### src/rtl/demux_pkg.sv
// Shared definitions for the demux demo: FSM state encoding and default sizes.
`timescale 1ns/1ps
package demux_pkg;

  typedef enum logic {
    IDLE  = 1'b0,
    FETCH = 1'b1
  } state_t;

  localparam int DEF_CNT_WIDTH  = 32;
  localparam int DEF_TICK_BIT   = 20;
  localparam int DEF_CHANNELS   = 4;
  localparam int DEF_SEL_WIDTH  = 2;
  localparam int DEF_DATA_WIDTH = 8;

endpackage

### src/rtl/demux_scanner_edge_rise.sv
// Single-bit rising-edge detector; history register resets to RESET_VAL so a
// source that idles high under reset does not produce a false edge on release.
`timescale 1ns/1ps
module edge_rise #(
  parameter logic RESET_VAL = 1'b0
) (
  input  logic clk,
  input  logic reset,
  input  logic i_d,
  output logic o_rise
);

  logic r_q;

  always_ff @(posedge clk or posedge reset) begin
    if (reset) r_q <= RESET_VAL;
    else       r_q <= i_d;
  end

  assign o_rise = i_d & ~r_q;

endmodule

### src/rtl/demux_scanner.sv
// Round-robin slot scanner: one valid/ready fetch per counter tick-bit rising
// edge, written into the next output slot, with a sticky overrun flag.
`timescale 1ns/1ps
module demux_scanner
  import demux_pkg::*;
#(
  parameter int CNT_WIDTH  = DEF_CNT_WIDTH,
  parameter int TICK_BIT   = DEF_TICK_BIT,
  parameter int CHANNELS   = DEF_CHANNELS,
  parameter int SEL_WIDTH  = DEF_SEL_WIDTH,
  parameter int DATA_WIDTH = DEF_DATA_WIDTH
) (
  input  logic                           clk,
  input  logic                           reset,
  input  logic [CNT_WIDTH-1:0]           counter_in,
  input  logic [DATA_WIDTH-1:0]          data_in,
  input  logic                           data_valid,
  output logic                           data_ready,
  output logic [SEL_WIDTH-1:0]           ch_sel,
  output logic [CHANNELS-1:0]            ch_enable,
  output logic [CHANNELS*DATA_WIDTH-1:0] ch_out,
  output logic [CHANNELS-1:0]            ch_strobe,
  input  logic                           overrun_clr,
  output logic                           overrun
);

  state_t                         r_state;
  state_t                         w_state_nxt;
  logic [SEL_WIDTH-1:0]           r_sel;
  logic [SEL_WIDTH-1:0]           w_sel_nxt;
  logic [CHANNELS*DATA_WIDTH-1:0] r_out;
  logic [CHANNELS-1:0]            r_strobe;
  logic [CHANNELS-1:0]            w_enable;
  logic                           r_overrun;
  logic                           w_tick;
  logic                           w_hs;
  logic                           w_write;
  logic                           w_adv;
  logic                           w_ovr_set;
  logic                           w_unused;

  // Only the tick bit is observed; the rest of the counter bus is ignored.
  assign w_unused = ^counter_in;

  edge_rise #(.RESET_VAL(1'b1)) u_tick (
    .clk    (clk),
    .reset  (reset),
    .i_d    (counter_in[TICK_BIT]),
    .o_rise (w_tick)
  );

  assign data_ready = (r_state == FETCH);
  assign w_hs       = data_valid & data_ready;
  assign w_enable   = CHANNELS'(1) << r_sel;
  assign w_sel_nxt  = (r_sel == SEL_WIDTH'(CHANNELS - 1)) ? '0 : r_sel + 1'b1;

  always_comb begin
    w_state_nxt = r_state;
    w_write     = 1'b0;
    w_adv       = 1'b0;
    w_ovr_set   = 1'b0;
    case (r_state)
      IDLE: begin
        if (w_tick) w_state_nxt = FETCH;
      end
      FETCH: begin
        if (w_hs) begin
          w_write = 1'b1;
          w_adv   = 1'b1;
          if (!w_tick) w_state_nxt = IDLE;
        end else if (w_tick) begin
          // Window missed: skip this slot and keep fetching for the next one.
          w_ovr_set = 1'b1;
          w_adv     = 1'b1;
        end
      end
      default: w_state_nxt = IDLE;
    endcase
  end

  always_ff @(posedge clk or posedge reset) begin
    if (reset) begin
      r_state   <= IDLE;
      r_sel     <= '0;
      r_out     <= '0;
      r_strobe  <= '0;
      r_overrun <= 1'b0;
    end else begin
      r_state  <= w_state_nxt;
      r_strobe <= w_write ? w_enable : '0;
      if (w_adv) r_sel <= w_sel_nxt;
      if (w_write) r_out[r_sel*DATA_WIDTH +: DATA_WIDTH] <= data_in;
      if (w_ovr_set)        r_overrun <= 1'b1;
      else if (overrun_clr) r_overrun <= 1'b0;
    end
  end

  assign ch_sel    = r_sel;
  assign ch_enable = w_enable;
  assign ch_out    = r_out;
  assign ch_strobe = r_strobe;
  assign overrun   = r_overrun;

endmodule

### config.mk
export PLATFORM = sky130hd
export DESIGN_NAME = demux_scanner
export DESIGN_NICKNAME = d
export VERILOG_FILES = /design/src/rtl/demux_pkg.sv /design/src/rtl/demux_scanner_edge_rise.sv /design/src/rtl/demux_scanner.sv
export SDC_FILE = /design/constraint.sdc
export NUM_CORES = 1
export LEC_CHECK = 0
export ABC_AREA = 1
export CORE_AREA = 2 2 72 74
export CTS_BUF_LIST = sky130_fd_sc_hd__clkbuf_16
export CTS_CLUSTER_DIAMETER = 150
export DETAILED_ROUTE_END_ITERATION = 8
export DIE_AREA = 0 0 74 76
export PLACE_DENSITY = 0.78
export SKIP_LAST_GASP = 1
export SLEW_MARGIN = 20
export SYNTH_ARGS = -nofsm -noshare
export SYNTH_HDL_FRONTEND = slang
export SYNTH_SLANG_ARGS = --single-unit
### constraint.sdc
create_clock -name clk -period 2.2 [get_ports clk]
set_clock_uncertainty 0.2 [all_clocks]
set_input_delay 0.22 -clock clk [delete_from_list [all_inputs] [get_ports clk]]
set_output_delay 0.22 -clock clk [all_outputs]
set_load 0.05 [all_outputs]
* Word level (Yosys, flattened, before mapping)
Cells that the tools add are included.
** Storage, ports and cells
- Logic and storage cells :: 31
- Input bits :: 44
- Flip-flop bits (word level) :: 41
** Operators by class
- Equality and inequality tests :: 1
- Reductions and logical operators :: 1
- Mux-type cells :: 14
- Shifts and indexed selects :: 3
- Bitwise operators :: 4
- Add/sub/neg operators :: 2
** Operators with widths (number)
- $neg A5 Y34 :: 1
- $shift A8 B34 Y32 const A :: 1
- $shiftx A8 B34 Y32 :: 1
- $bwmux W32 :: 1
- $mux W1 :: 10
- $mux W4 :: 1
- $shl A1 B2 Y4 const A :: 1
- $add A2 B1 Y2 const B :: 1
- $and A1 B1 Y1 :: 2
- $eq A2 B2 Y1 const B :: 1
- $mux W2 :: 1
- $not A1 Y1 :: 2
- $pmux W1 S2 :: 1
- $reduce_bool A2 Y1 :: 1

* Depth between registers and ports, before layout
- Depth after elaboration :: 6
- Gate-level depth with buffers :: 7
- Depth with buffers taken out :: 7

* Hierarchy
Synthesis repeated with hierarchy kept, for this count alone.
** Unflattened totals
- Cell total of the unflattened synthesis :: 213
- Area total of the unflattened synthesis :: 1830.5 um^2
** By module, submodules not included
- demux_scanner :: times used 1, area each 1790.5 um^2, seq. area each 1001.0 um^2, cells each 209
- edge_rise :: times used 1, area each 40.0 um^2, seq. area each 26.3 um^2, cells each 4

* Least setup slack after synthesis
No wires, ideal clock.
- Path kind :: flip-flop to flip-flop
- Start point :: register r_sel[0], in the netlist ch_sel[0]
- End point :: register r_out[10], in the netlist ch_out[10]
- Setup time :: 66 ps
- Required time :: 1934 ps
- Slack :: -20 ps
- Arrival :: 1954 ps
- Stages on the path, launching flop included :: 8
- Cells stage by stage :: dfrtp_1 inv_4 ha_1 inv_1 nand2_1 nor2_1 nand2_1 nand2_1
** Between the ends
- Longest elaborated chain between the ends :: 3
- Elaborated cells between the ends (all ways) :: 4
- Classes of those cells :: 1 x add/sub; 2 x shift; 1 x mux
** Ends and longest elaborated chain
- from (decl) :: RTL line demux_scanner.sv:29 : logic [SEL_WIDTH-1:0] r_sel;
- from (signal assigned) :: RTL line demux_scanner.sv:91 : if (w_adv) r_sel <= w_sel_nxt;
- $neg A5 Y34 * :: RTL line demux_scanner.sv:92 : if (w_write) r_out[r_sel*DATA_WIDTH +: DATA_WIDTH] <= data_in;
- $shiftx A8 B34 Y32 / $shift A8 B34 Y32 (equally long branches) :: RTL line demux_scanner.sv:92
- $bwmux W32 * :: RTL line demux_scanner.sv:92
- to (signal, indexed assignment) :: RTL line demux_scanner.sv:92
- to (decl) :: RTL line demux_scanner.sv:31 : logic [CHANNELS*DATA_WIDTH-1:0] r_out;
Every way passes the cells marked *; elsewhere a longest branch is shown, timed or not.
A chain may end at the register's enable or synchronous reset.

* Final worst setup path
- Start point :: register r_sel[0], in the netlist ch_sel[0]
- End point :: output ch_sel[0]
** RTL lines
- to (decl) :: RTL line demux_scanner.sv:19 : output logic [SEL_WIDTH-1:0] ch_sel,
No word-level cell between the ends.

==> results.md <==
- I/O pin count: a little under 90
- WP buf/inv: 1
- Placer Congestion: 0.7881
- Critical Path AT: 1620 ps
- H-Tree Depth: 2
- Cell Count Post-Placement: about 360
- Crit-path cells: clkdlybuf4s50_1
- Worst-Margin Slew: 514.5 ps
- Minimum clock period: 2039 ps
- Reg2reg setup slack: 430 ps
- Max Cap Viol: 0
- Routed WL: between 3000 and 4000 µm
- Vias in the first global route: 1532
- First-pass iteration count of the detailed router: 4
- Slowest stage cell, crit path: clkdlybuf4s50_1
- Top post-synthesis cells by count: nand2_1 (118), dfrtp_1 (40), nor2_1 (24)
- Crit-path leading delay family: buffers and inverters
- Mapped Cells: 232
- Post-DP Area: ~2600 µm²
- Synthesized Nets: 284
- Fmax: between 400 and 500 MHz
- Worst vdd ir: 0.5714 mV
- Yosys warning total: 0
- Worst min path class: input pin to async pin
- Total Routing Usage GR: 0.1593
- RR Startpoint: ch_sel[0]
- Setup-failing EPs final: 0
- Largest net degree at the start of global routing: 34
- First-pass GRT wire length: 7141 µm
- Pins Over Slew Limit: 0
- Postcts setup bufs: 0
- CP Max Fanout: 10
- Fin util: 0.5583
- Die area: 5624 µm²
- Routed wire per std cell: 10.96 µm
- Syn avg cell area: 8.413 µm²
- Synth unique cells: 14
- GRT Residual Overflow: 0
- Mapped cell area: just under 2000 µm²
- Seq cells post-synth: 41
- Multi-input gate area: 794.5 µm²
- Delay of the slowest critical-path stage: 850 ps
- RR Endpoint: ch_out[26]
- Critical path class: flip-flop to primary output
- # resized after CTS: 0
- Ys async rst share: 1.000
- Fin crit share: 0.9267
- Cell taking the most area after synthesis: dfrtp_1
- CTS tree: built
- Required time of the critical path: 1780 ps
- Top cells by area, synth: dfrtp_1 (51%), nand2_1 (23%), ha_1 (5.1%), nor2_1 (4.6%), inv_1 (4.0%)
- Seq/Total Area, Yosys: 0.5263
- Nets: ~340
- Vias/cell: 4.306
- Port bufs: 56
- CTS sink count: 41
- R2R cell count: 7
- CP endpoint kind: primary output
- Final setup TNS: 0 ps
- Number of hold violations in the final report: 0
- CORE AREA: 4912 µm²
- Fillers: between 400 and 500
- WL met2: approximately 1800 µm
- Share of cells above drive strength 1: 0.09556
- Final Worst Setup Slack: 161.2 ps
- Antenna-violating nets left: 0
- Hpwl dp: around 3000 µm
- Remaining DRCs: 0
- Worst-skew pair later-pin latency: roughly 270 ps
- Finished Layout Cells: 363
- WL met1: ~1900 µm
- DR WL met3: around 250 µm
- Row count: 26
- Chip Width: ~74 µm
- Worst Setup Start Kind: flip-flop
- CTS Buf Count: 5
- PD cells: 1356 nW/µm²
- Clk slew on worst S/H paths: 60 ps
- Post-synth EDFFs: 0
- RSZ-0062 raised after global routing: no
- Final instance area: about 2700 µm²
- Max layer used: met4
- Synth-to-Final Area Change: 40.51%
- Dpl ws: 313.2 ps
- CTS root buf: clkbuf_16
- Die Y: roughly 76 µm
- Number of diodes: 0
- Hold_buf cts: 0
- Routed vias: 1563
- Initial antenna violation count: 0
- Top-area cell type share of the netlist area: 0.5128
- Post-synth top flop: dfrtp_1
- Count leader, synth: nand2_1
- Drt first-iter violations: 84
- Max Root-Sink Buffers: 2
- Initial core utilization: 0.3974
- Max_slew headroom: 0.6559
- Status: complete, no violations
- Register Area: 1028 µm²
- Leak Pwr: 1.412 nW
==> through the flow <==
| stage | hold WS (ps) | total power, mW |
|---|---|---|
| after floorplan | 24.48 | 2.361 |
| after global placement | 263.5 | 2.913 |
| after detailed placement | 264.1 | 2.938 |
| after CTS | 32.00 | 3.757 |
| after global routing | 59.51 | 3.936 |
| final | 19.74 | 3.720 |
==> area by class of cell <==
type | count | area share
Inverter | 22 | 0.03102
Clock buffer | 5 | 0.04562
Sequential cell | 41 | 0.3750
Tap cell | 70 | 0.03193
Clock inverter | 3 | 0.01505
Multi-Input combinational cell | 165 | 0.2897
Timing Repair Buffer | 57 | 0.2117
==> metal layers <==
| layer | vias to the layer above | global-route usage |
|---|---|---|
| met5 | - | 0 |
| met2 | 41 | 0.2446 |
| li1 | 808 | - |
| met4 | 0 | 0.03273 |
| met1 | 712 | 0.2276 |
| met3 | 2 | 0.04101 |
==> worst max path at each step <==
| stage | from | endpoint | slack [ps] | depth (start not counted) |
|---|---|---|---|---|
| 3_5_place_dp | data_valid | ch_out[11] | 310 | 5 |
| 3_3_place_gp | data_valid | ch_out[13] | 330 | 5 |
| 4_1_cts | ch_sel[0] | ch_sel[0] | 140 | 1 |
| 2_1_floorplan | ch_sel[1] | ch_out[10] | 80 | 7 |
| 6_report | ch_sel[0] | ch_sel[0] | 160 | 1 |
| 5_1_grt | ch_sel[0] | ch_sel[0] | 110 | 1 |
==> placed cells by master, fill, tap and decap left out, types with 2 or more instances in the layout <==
master and n:
buf_4 4, nor2_2 2, nand3_1 2, buf_12 2
nand3_4 4, dfrtp_1 39, nor2_4 5, clkbuf_16 5
ha_1 8, clkdlybuf4s50_1 51, nand2_1 118, nor2_1 24
inv_1 21
==> flip-flops by register name, indices dropped and copies added (netlist names) <==
| name | count |
|---|---|
| overrun | 1 |
| ch_sel | 2 |
| u_tick.r_q | 1 |
| ch_strobe | 4 |
| data_ready | 1 |
| ch_out | 32 |
==> logic make-up (layout without fill, tap and decap cells) <==
logic type,Yosys count,after routing,synth area share
buf+inv,26,87,0.06667
simple gates,156,156,0.3526
flops,41,41,0.5263
fa+ha+maj,8,8,0.05128
compound gates,1,1,0.003207
==> where the power goes <==
group / leakage (nW) / switching [mW] / internal (mW)
Clock: 0.0775 / 0.280 / 0.531
Sequential: 0.558 / 0.142 / 0.931
Combinational: 0.777 / 1.27 / 0.570
Total: 1.41 / 1.69 / 2.03
(Power assumes the default switching activity.)
